==> src/rtl/alu_pkg.sv <==
// Shared definitions for the pipelined ALU: opcode encodings, flag bit positions,
// default datapath geometry and the per-opcode flag-update rules.
package alu_pkg;

    localparam int DEF_WIDTH = 16;
    localparam int DEF_LANE  = 4;

    localparam int FLAG_Z = 0;
    localparam int FLAG_V = 1;
    localparam int FLAG_N = 2;

    typedef enum logic [3:0] {
        OP_ADD      = 4'b0000,
        OP_SUB      = 4'b0001,
        OP_XOR      = 4'b0010,
        OP_RED      = 4'b0011,
        OP_SLL      = 4'b0100,
        OP_SRA      = 4'b0101,
        OP_ROR      = 4'b0110,
        OP_PADDSB   = 4'b0111,
        OP_LW       = 4'b1000,
        OP_SW       = 4'b1001,
        OP_LHB      = 4'b1010,
        OP_LLB      = 4'b1011,
        OP_LLB_ALT0 = 4'b1100,
        OP_LLB_ALT1 = 4'b1101,
        OP_PCS      = 4'b1110,
        OP_MUL      = 4'b1111
    } opcode_e;

    typedef enum logic {
        MS_IDLE,
        MS_RUN
    } mul_state_e;

    function automatic logic updates_z(input logic [3:0] op);
        case (op)
            OP_ADD, OP_SUB, OP_XOR, OP_RED, OP_SLL,
            OP_SRA, OP_ROR, OP_PADDSB, OP_MUL: return 1'b1;
            default:                           return 1'b0;
        endcase
    endfunction

    function automatic logic updates_nv(input logic [3:0] op);
        return (op == OP_ADD) || (op == OP_SUB);
    endfunction

endpackage

==> src/rtl/alu_pipe_if.sv <==
// Operation/result handshake bundle between a requester (master) and the ALU (slave).
interface alu_pipe_if #(
    parameter int WIDTH = alu_pkg::DEF_WIDTH
);
    logic             in_vld;
    logic             in_rdy;
    logic [3:0]       opcode;
    logic [WIDTH-1:0] input_A;
    logic [WIDTH-1:0] input_B;
    logic             flush;
    logic             out_vld;
    logic             out_rdy;
    logic [WIDTH-1:0] out;
    logic [2:0]       flag;
    logic             busy;

    modport master (
        output in_vld, opcode, input_A, input_B, flush, out_rdy,
        input  in_rdy, out_vld, out, flag, busy
    );

    modport slave (
        input  in_vld, opcode, input_A, input_B, flush, out_rdy,
        output in_rdy, out_vld, out, flag, busy
    );
endinterface

==> src/rtl/alu_core.sv <==
// Combinational single-cycle datapath: every opcode except MUL produces its
// result here; the signed-overflow indication is valid for ADD/SUB only.
module alu_core
    import alu_pkg::*;
#(
    parameter int WIDTH = DEF_WIDTH,
    parameter int LANE  = DEF_LANE
) (
    input  logic [3:0]       opcode_i,
    input  logic [WIDTH-1:0] a_i,
    input  logic [WIDTH-1:0] b_i,
    output logic [WIDTH-1:0] result_o,
    output logic             ovf_o
);
    localparam int SHW    = $clog2(WIDTH);
    localparam int NBYTES = WIDTH / 8;
    localparam int NLANES = WIDTH / LANE;

    logic [SHW-1:0]     shamt;
    logic [WIDTH-1:0]   sum, diff, sll_res, sra_res, ror_res, red_res, padd_res;
    logic [WIDTH-1:0]   lw_res, lhb_res, llb_res;
    logic [2*WIDTH-1:0] rot_wide;
    logic               add_ovf, sub_ovf;

    assign shamt    = b_i[SHW-1:0];
    assign sum      = a_i + b_i;
    assign diff     = a_i - b_i;
    assign add_ovf  = (a_i[WIDTH-1] == b_i[WIDTH-1]) && (sum[WIDTH-1] != a_i[WIDTH-1]);
    assign sub_ovf  = (a_i[WIDTH-1] != b_i[WIDTH-1]) && (diff[WIDTH-1] != a_i[WIDTH-1]);
    assign sll_res  = a_i << shamt;
    assign sra_res  = $signed(a_i) >>> shamt;
    // Rotating a doubled copy makes amount 0 fall out naturally as A.
    assign rot_wide = {a_i, a_i} >> shamt;
    assign ror_res  = rot_wide[WIDTH-1:0];
    assign lw_res   = (a_i & ~WIDTH'(1)) + (b_i << 1);
    assign lhb_res  = (a_i & ({WIDTH{1'b1}} >> 8)) | (WIDTH'(b_i[7:0]) << (WIDTH - 8));
    assign llb_res  = (a_i & ~WIDTH'(8'hFF)) | WIDTH'(b_i[7:0]);

    always_comb begin
        red_res = '0;
        for (int i = 0; i < NBYTES; i++) begin
            red_res = red_res + WIDTH'($signed(a_i[8*i +: 8])) + WIDTH'($signed(b_i[8*i +: 8]));
        end
    end

    genvar gi;
    generate
        for (gi = 0; gi < NLANES; gi++) begin : g_lane
            logic [LANE:0] lane_sum;
            assign lane_sum = {a_i[gi*LANE+LANE-1], a_i[gi*LANE +: LANE]}
                            + {b_i[gi*LANE+LANE-1], b_i[gi*LANE +: LANE]};
            // Disagreeing top two bits means the lane overflowed; clamp toward its sign.
            assign padd_res[gi*LANE +: LANE] = (lane_sum[LANE] != lane_sum[LANE-1])
                ? {lane_sum[LANE], {(LANE-1){~lane_sum[LANE]}}}
                : lane_sum[LANE-1:0];
        end
    endgenerate

    always_comb begin
        result_o = a_i;
        ovf_o    = 1'b0;
        case (opcode_i)
            OP_ADD:    begin result_o = sum;  ovf_o = add_ovf; end
            OP_SUB:    begin result_o = diff; ovf_o = sub_ovf; end
            OP_XOR:    result_o = a_i ^ b_i;
            OP_RED:    result_o = red_res;
            OP_SLL:    result_o = sll_res;
            OP_SRA:    result_o = sra_res;
            OP_ROR:    result_o = ror_res;
            OP_PADDSB: result_o = padd_res;
            OP_LW, OP_SW: result_o = lw_res;
            OP_LHB:    result_o = lhb_res;
            OP_LLB, OP_LLB_ALT0, OP_LLB_ALT1: result_o = llb_res;
            default:   result_o = a_i;
        endcase
    end
endmodule

==> src/rtl/alu_pipe.sv <==
// Pipelined ALU top: valid/ready handshake, iterative shift-add multiplier,
// and the output/flag registers behind a single-entry result slot.
module alu_pipe
    import alu_pkg::*;
#(
    parameter int WIDTH = DEF_WIDTH,
    parameter int LANE  = DEF_LANE
) (
    input  logic       clk,
    input  logic       rst,
    alu_pipe_if.slave  bus
);
    localparam int CNT_W = $clog2(WIDTH);

    mul_state_e       state_q, state_d;
    logic [WIDTH-1:0] out_q, out_d;
    logic             out_vld_q, out_vld_d;
    logic [2:0]       flag_q, flag_d;
    logic [WIDTH-1:0] acc_q, acc_d;
    logic [WIDTH-1:0] mcand_q, mcand_d;
    logic [WIDTH-1:0] mplier_q, mplier_d;
    logic [CNT_W-1:0] cnt_q, cnt_d;

    logic [WIDTH-1:0] core_res;
    logic             core_ovf;
    logic [WIDTH-1:0] mul_sum;
    logic             busy;
    logic             in_rdy;
    logic             accept;

    alu_core #(
        .WIDTH (WIDTH),
        .LANE  (LANE)
    ) u_core (
        .opcode_i (bus.opcode),
        .a_i      (bus.input_A),
        .b_i      (bus.input_B),
        .result_o (core_res),
        .ovf_o    (core_ovf)
    );

    assign busy        = (state_q == MS_RUN);
    assign in_rdy      = !busy && (!out_vld_q || bus.out_rdy);
    assign accept      = bus.in_vld && in_rdy;
    assign mul_sum     = acc_q + (mplier_q[0] ? mcand_q : '0);

    assign bus.in_rdy  = in_rdy;
    assign bus.busy    = busy;
    assign bus.out_vld = out_vld_q;
    assign bus.out     = out_q;
    assign bus.flag    = flag_q;

    always_comb begin
        state_d   = state_q;
        out_d     = out_q;
        out_vld_d = out_vld_q;
        flag_d    = flag_q;
        acc_d     = acc_q;
        mcand_d   = mcand_q;
        mplier_d  = mplier_q;
        cnt_d     = cnt_q;

        if (bus.flush) begin
            // Flush wins over everything, including an accept offered this cycle.
            state_d   = MS_IDLE;
            out_vld_d = 1'b0;
            acc_d     = '0;
            cnt_d     = '0;
        end else begin
            if (out_vld_q && bus.out_rdy) begin
                out_vld_d = 1'b0;
            end
            if (state_q == MS_RUN) begin
                acc_d    = mul_sum;
                mcand_d  = mcand_q << 1;
                mplier_d = mplier_q >> 1;
                cnt_d    = cnt_q + 1'b1;
                if (cnt_q == CNT_W'(WIDTH - 1)) begin
                    state_d        = MS_IDLE;
                    cnt_d          = '0;
                    out_d          = mul_sum;
                    out_vld_d      = 1'b1;
                    flag_d[FLAG_Z] = (mul_sum == '0);
                end
            end else if (accept) begin
                if (bus.opcode == OP_MUL) begin
                    state_d  = MS_RUN;
                    acc_d    = '0;
                    cnt_d    = '0;
                    mcand_d  = bus.input_A;
                    mplier_d = bus.input_B;
                end else begin
                    out_d     = core_res;
                    out_vld_d = 1'b1;
                    if (updates_z(bus.opcode)) begin
                        flag_d[FLAG_Z] = (core_res == '0);
                    end
                    if (updates_nv(bus.opcode)) begin
                        flag_d[FLAG_N] = core_res[WIDTH-1];
                        flag_d[FLAG_V] = core_ovf;
                    end
                end
            end
        end
    end

    always_ff @(posedge clk or posedge rst) begin
        if (rst) begin
            state_q   <= MS_IDLE;
            out_q     <= '0;
            out_vld_q <= 1'b0;
            flag_q    <= '0;
            acc_q     <= '0;
            mcand_q   <= '0;
            mplier_q  <= '0;
            cnt_q     <= '0;
        end else begin
            state_q   <= state_d;
            out_q     <= out_d;
            out_vld_q <= out_vld_d;
            flag_q    <= flag_d;
            acc_q     <= acc_d;
            mcand_q   <= mcand_d;
            mplier_q  <= mplier_d;
            cnt_q     <= cnt_d;
        end
    end
endmodule

==> src/flat_wrapper.sv <==
// flat-port wrapper written by rule: the top's interface ports become plain ports
module alu_pipe_flat import alu_pkg::*;
#(
    parameter int WIDTH = DEF_WIDTH,
    parameter int LANE  = DEF_LANE
)
  (clk, rst, bus_in_vld, bus_opcode, bus_input_A, bus_input_B, bus_flush, bus_out_rdy, bus_in_rdy, bus_out_vld, bus_out, bus_flag, bus_busy);
  alu_pipe_if #(.WIDTH(WIDTH)) bus_i ();
  input  logic clk;
  input  logic rst;
  input wire logic [$bits(bus_i.in_vld)-1:0] bus_in_vld;
  input wire logic [$bits(bus_i.opcode)-1:0] bus_opcode;
  input wire logic [$bits(bus_i.input_A)-1:0] bus_input_A;
  input wire logic [$bits(bus_i.input_B)-1:0] bus_input_B;
  input wire logic [$bits(bus_i.flush)-1:0] bus_flush;
  input wire logic [$bits(bus_i.out_rdy)-1:0] bus_out_rdy;
  output wire logic [$bits(bus_i.in_rdy)-1:0] bus_in_rdy;
  output wire logic [$bits(bus_i.out_vld)-1:0] bus_out_vld;
  output wire logic [$bits(bus_i.out)-1:0] bus_out;
  output wire logic [$bits(bus_i.flag)-1:0] bus_flag;
  output wire logic [$bits(bus_i.busy)-1:0] bus_busy;
  assign bus_i.in_vld = bus_in_vld;
  assign bus_i.opcode = bus_opcode;
  assign bus_i.input_A = bus_input_A;
  assign bus_i.input_B = bus_input_B;
  assign bus_i.flush = bus_flush;
  assign bus_i.out_rdy = bus_out_rdy;
  assign bus_in_rdy = bus_i.in_rdy;
  assign bus_out_vld = bus_i.out_vld;
  assign bus_out = bus_i.out;
  assign bus_flag = bus_i.flag;
  assign bus_busy = bus_i.busy;
  alu_pipe #(.WIDTH(WIDTH), .LANE(LANE)) u_core (.clk(clk), .rst(rst), .bus(bus_i));
endmodule
==> config.mk <==
export PLATFORM = sky130hd
export DESIGN_NAME = alu_pipe_flat
export DESIGN_NICKNAME = d
export VERILOG_FILES = /design/src/rtl/alu_pkg.sv /design/src/rtl/alu_pipe_if.sv /design/src/rtl/alu_core.sv /design/src/rtl/alu_pipe.sv /design/src/flat_wrapper.sv
export SDC_FILE = /design/constraint.sdc
export NUM_CORES = 1
export LEC_CHECK = 0
export ABC_AREA = 0
export ABC_CLOCK_PERIOD_IN_PS = 5640
export CORE_UTILIZATION = 62
export CTS_BUF_LIST = sky130_fd_sc_hd__clkbuf_4 sky130_fd_sc_hd__clkbuf_8 sky130_fd_sc_hd__clkbuf_16
export DETAILED_ROUTE_END_ITERATION = 7
export PLACE_DENSITY = 0.82
export REMOVE_ABC_BUFFERS = 1
export SETUP_SLACK_MARGIN = 0.1
export SYNTH_ARGS = -nofsm -noshare
export SYNTH_HDL_FRONTEND = slang
export SYNTH_SLANG_ARGS = --single-unit
==> constraint.sdc <==
create_clock -name clk -period 5.64 [get_ports clk]
set_input_delay 0.564 -clock clk [delete_from_list [all_inputs] [get_ports clk]]
set_output_delay 0.564 -clock clk [all_outputs]
set_load 0.02 [all_outputs]
==> flow_summary.yaml <==
power_and_ir_drop:
  power_mw: 2.94
  ir_worst_vdd_mv: 0.196
  p_leak_nw: 5.01
  power_density_nw_per_um2: 243
sta:
  setup_tns_ns: 0
  skew_ns: 0.0187
  worst_pin_slew_ns: 1.18
  hold-worst-slack_ns: 0.492
  relSlewSlack_pct: 20.9
  finalMaxSlewViolations: 0
  period_share_pct: 89.9
  min_period_ns: 5.07
  fmax_mhz: 197
  rsz0062_at_grt: "false"
  finalHoldViolations: 0
  fin_ws_ns: 0.568
  setup_viol: 0
floorplanning:
  num_rows: 48
  die_x_um: 135
  start_util_pct: 63.3
  die_h_um: 135
  io_pins: 63
  core_um2: 17200
  die-area_um2: 18100
final_layout:
  n_fill_cell: 1440
  nNetsFinal: 1530
  fin_cells: 1626
  fin_area_um2: 12100
  seq_area_um2: 1830
  drive_above_1_share_pct: 9.73
  multi_input_comb_area_um2: 8390
  area_growth_pct: 11.0
  final_util_pct: 70.2
yosys:
  ys_ff_latch: 73
  yosysSeqAreaShare_pct: 16.7
  synth_top_area_share_pct: 16.7
  syn_area_per_cell_um2: 7.96
  synth_cell_types: 87
  yosys_warnings: 0
  netlist_top_cells_count: "nor2_1 (153), a21oi_1 (108), nand2_1 (105)"
  synth_edf_count: 0
  syn_inst: 1370
  syn_area_um2: 10900
  synth_top_cell_by_area: "dfrtp_1"
  ys_top_cells_by_area: "dfrtp_1 (17%), ha_1 (8.3%), mux4_2 (5.8%)"
  synth_ff_type: "dfrtp_1"
  async_reset_ff_share_pct: 100
  synth_most_common_cell: "nor2_1"
routing:
  routed_wl_um: 44200
  via_per_inst: 7.41
  wl_per_cell_um: 27.2
  via_count: 12048
  drt_iter0_markers: 1856
  drc: 0
  drtAntennaViolNets: 0
  first_pass_iters: 8
status:
  status: "finished, final reports clean"
grt:
  grt_pass1_wl_um: 65500
  grt_use_total_pct: 48.7
  overflow: 0
  antenna_found_initial: 0
  grt_pass1_vias: 11131
  grt_max_degree: 51
clock_network:
  ctsHoldBuffers: 0
  clock_path_buffers: 2
  insertion_delay_ns: 0.37
  cts_made_buffers: 9
  htreeDepth: 3
  clk_pin_slew_ns: 0.07
  cts_resized: 0
  clockRootBuffer: "clkbuf_16"
  cts_tree: "built"
  postCtsSetupRepairBufs: 0
  cts_sinks: 73
critical_path:
  critPathSlowestCell: "clkdlybuf4s50_1"
  path_class: "in2reg"
  r2r_setup_slack_ns: 1.37
  cp.arrival_ns: 5.36
  start_kind: "input port"
  critPathTopFamily: "compound AO/OA/AOI/OAI gates"
  path_max_fanout: 4
  r2r-start: "u_core.mplier_q[0]"
  r2r_cells: 13
  worst_setup_path_end_kind: "flop"
  slowest_delay_ns: 0.62
  cp_cell_sequence: "clkdlybuf4s50_1 > inv_1 > fa_1 > fa_1 > inv_1 > ha_1 > a211oi_1 > o21bai_1 > a2111oi_0 > or3_1 > a21oi_1 > o32ai_1 > nand3b_1 > nor4_1 > nand3_1 > o21ai_2"
  crit_required_ns: 5.92
  timing.rr.end: "u_core.bus.flag[0]"
  crit_buf_inv: 3
run:
  drv_cap: 0
hold_path:
  min_path_type: "reg2reg"
  hp-start: "u_core.bus.out[1]"
  holdPathStages: 1
  hold_end: "u_core.bus.out[1]"
placed_design:
  place_inst: 1607
  io_buffers: 62
  dp_hpwl_um: 32500
  pre_cts_ws_ns: 0.386
  place.gp.congestion: 1.14
  dpl_cell_area_um2: 11800
==> report_power, final <==
| part | leakage, nW | switching, mW | internal, mW |
|---|---|---|---|
| clock | 0.167 | 0.277 | 0.441 |
| sequential | 0.891 | 0.0879 | 0.634 |
| combinational | 3.95 | 0.903 | 0.595 |
| total | 5.01 | 1.27 | 1.67 |
==> final cells by class <==
class	instances	area share, %
Sequential cell	73	15.1
Tap cell	225	2.33
Timing Repair Buffer	114	8.23
Antenna cell	3	0.0620
Clock inverter	6	0.951
Multi-Input combinational cell	1127	69.3
Inverter	68	2.11
Clock buffer	10	1.92
==> cells by family after synthesis <==
| group | synth area share (%) |
|---|---|
| simple gates | 21.8 |
| compound gates | 24.7 |
| buf+inv | 6.58 |
| mux | 13.7 |
| fa+ha+maj | 12.8 |
| flops | 16.7 |
| xor+xnor | 3.77 |
==> how the worst max path moves through the flow <==
stage / startpoint / end / depth (start not counted)
3_3_place_gp: bus_input_B[10] / u_core.bus.flag[0] / 16
5_1_grt: bus_input_B[10] / u_core.bus.flag[0] / 16
4_1_cts: bus_input_B[10] / u_core.bus.flag[0] / 16
2_1_floorplan: bus_input_B[1] / u_core.bus.flag[0] / 16
3_5_place_dp: bus_input_B[10] / u_core.bus.flag[0] / 16
6_report: bus_input_B[10] / u_core.bus.flag[0] / 16
==> cells in the final DEF (no fill, tap or decap), types with 14 or more instances in the layout <==
cell             netlist  final
dfrtp_1               73     72
a21oi_1              108    108
and2_1                26     26
o21ai_0               70     70
o211ai_1              14     14
o22ai_1               17     17
ha_1                  72     72
fa_1                  24     24
a31oi_1               15     15
nor3_1                28     27
xnor2_1               26     26
nand2b_1              22     22
nor2b_1               24     24
buf_4                  1     52
nand2_1              105    105
nor2_1               153    152
inv_1                 66     65
a21o_1                16     16
clkdlybuf4s50_1        0     59
mux2i_1               57     57
a22o_1                17     17
nand3_1               36     36
mux4_2                28     28
xor2_1                21     21
nand4_1               18     18
==> sequential cells by signal (all words and copies together) (netlist names) <==
| name | cells |
|---|---|
| u_core.bus.flag | 3 |
| u_core.mplier_q | 16 |
| u_core.cnt_q | 4 |
| u_core.bus.out_vld | 1 |
| u_core.bus.out | 16 |
| u_core.bus.busy | 1 |
| u_core.mcand_q | 16 |
| u_core.acc_q | 16 |
==> worst register-to-register path: stages, from the launching register on <==
cell,delay (ns)
dfrtp_1,0.58
and2_1,0.27
ha_1,0.21
fa_1,0.40
a21oi_1,0.23
o211ai_1,0.19
o41ai_1,0.46
o21ai_0,0.26
nor4_1,0.40
nor3_1,0.14
xnor2_1,0.28
nor3_1,0.09
a41oi_1,0.51
o21ai_2,0.09
==> metal layers <==
layer / GRT usage, % / routed length, um / up-vias
met5: 1.39 / 0 / -
met1: 60.7 / 16300 / 5601
met2: 69.0 / 17900 / 1026
met4: 33.1 / 3510 / 0
li1: - / - / 5134
met3: 18.8 / 6570 / 287
(Power assumes the default switching activity.)
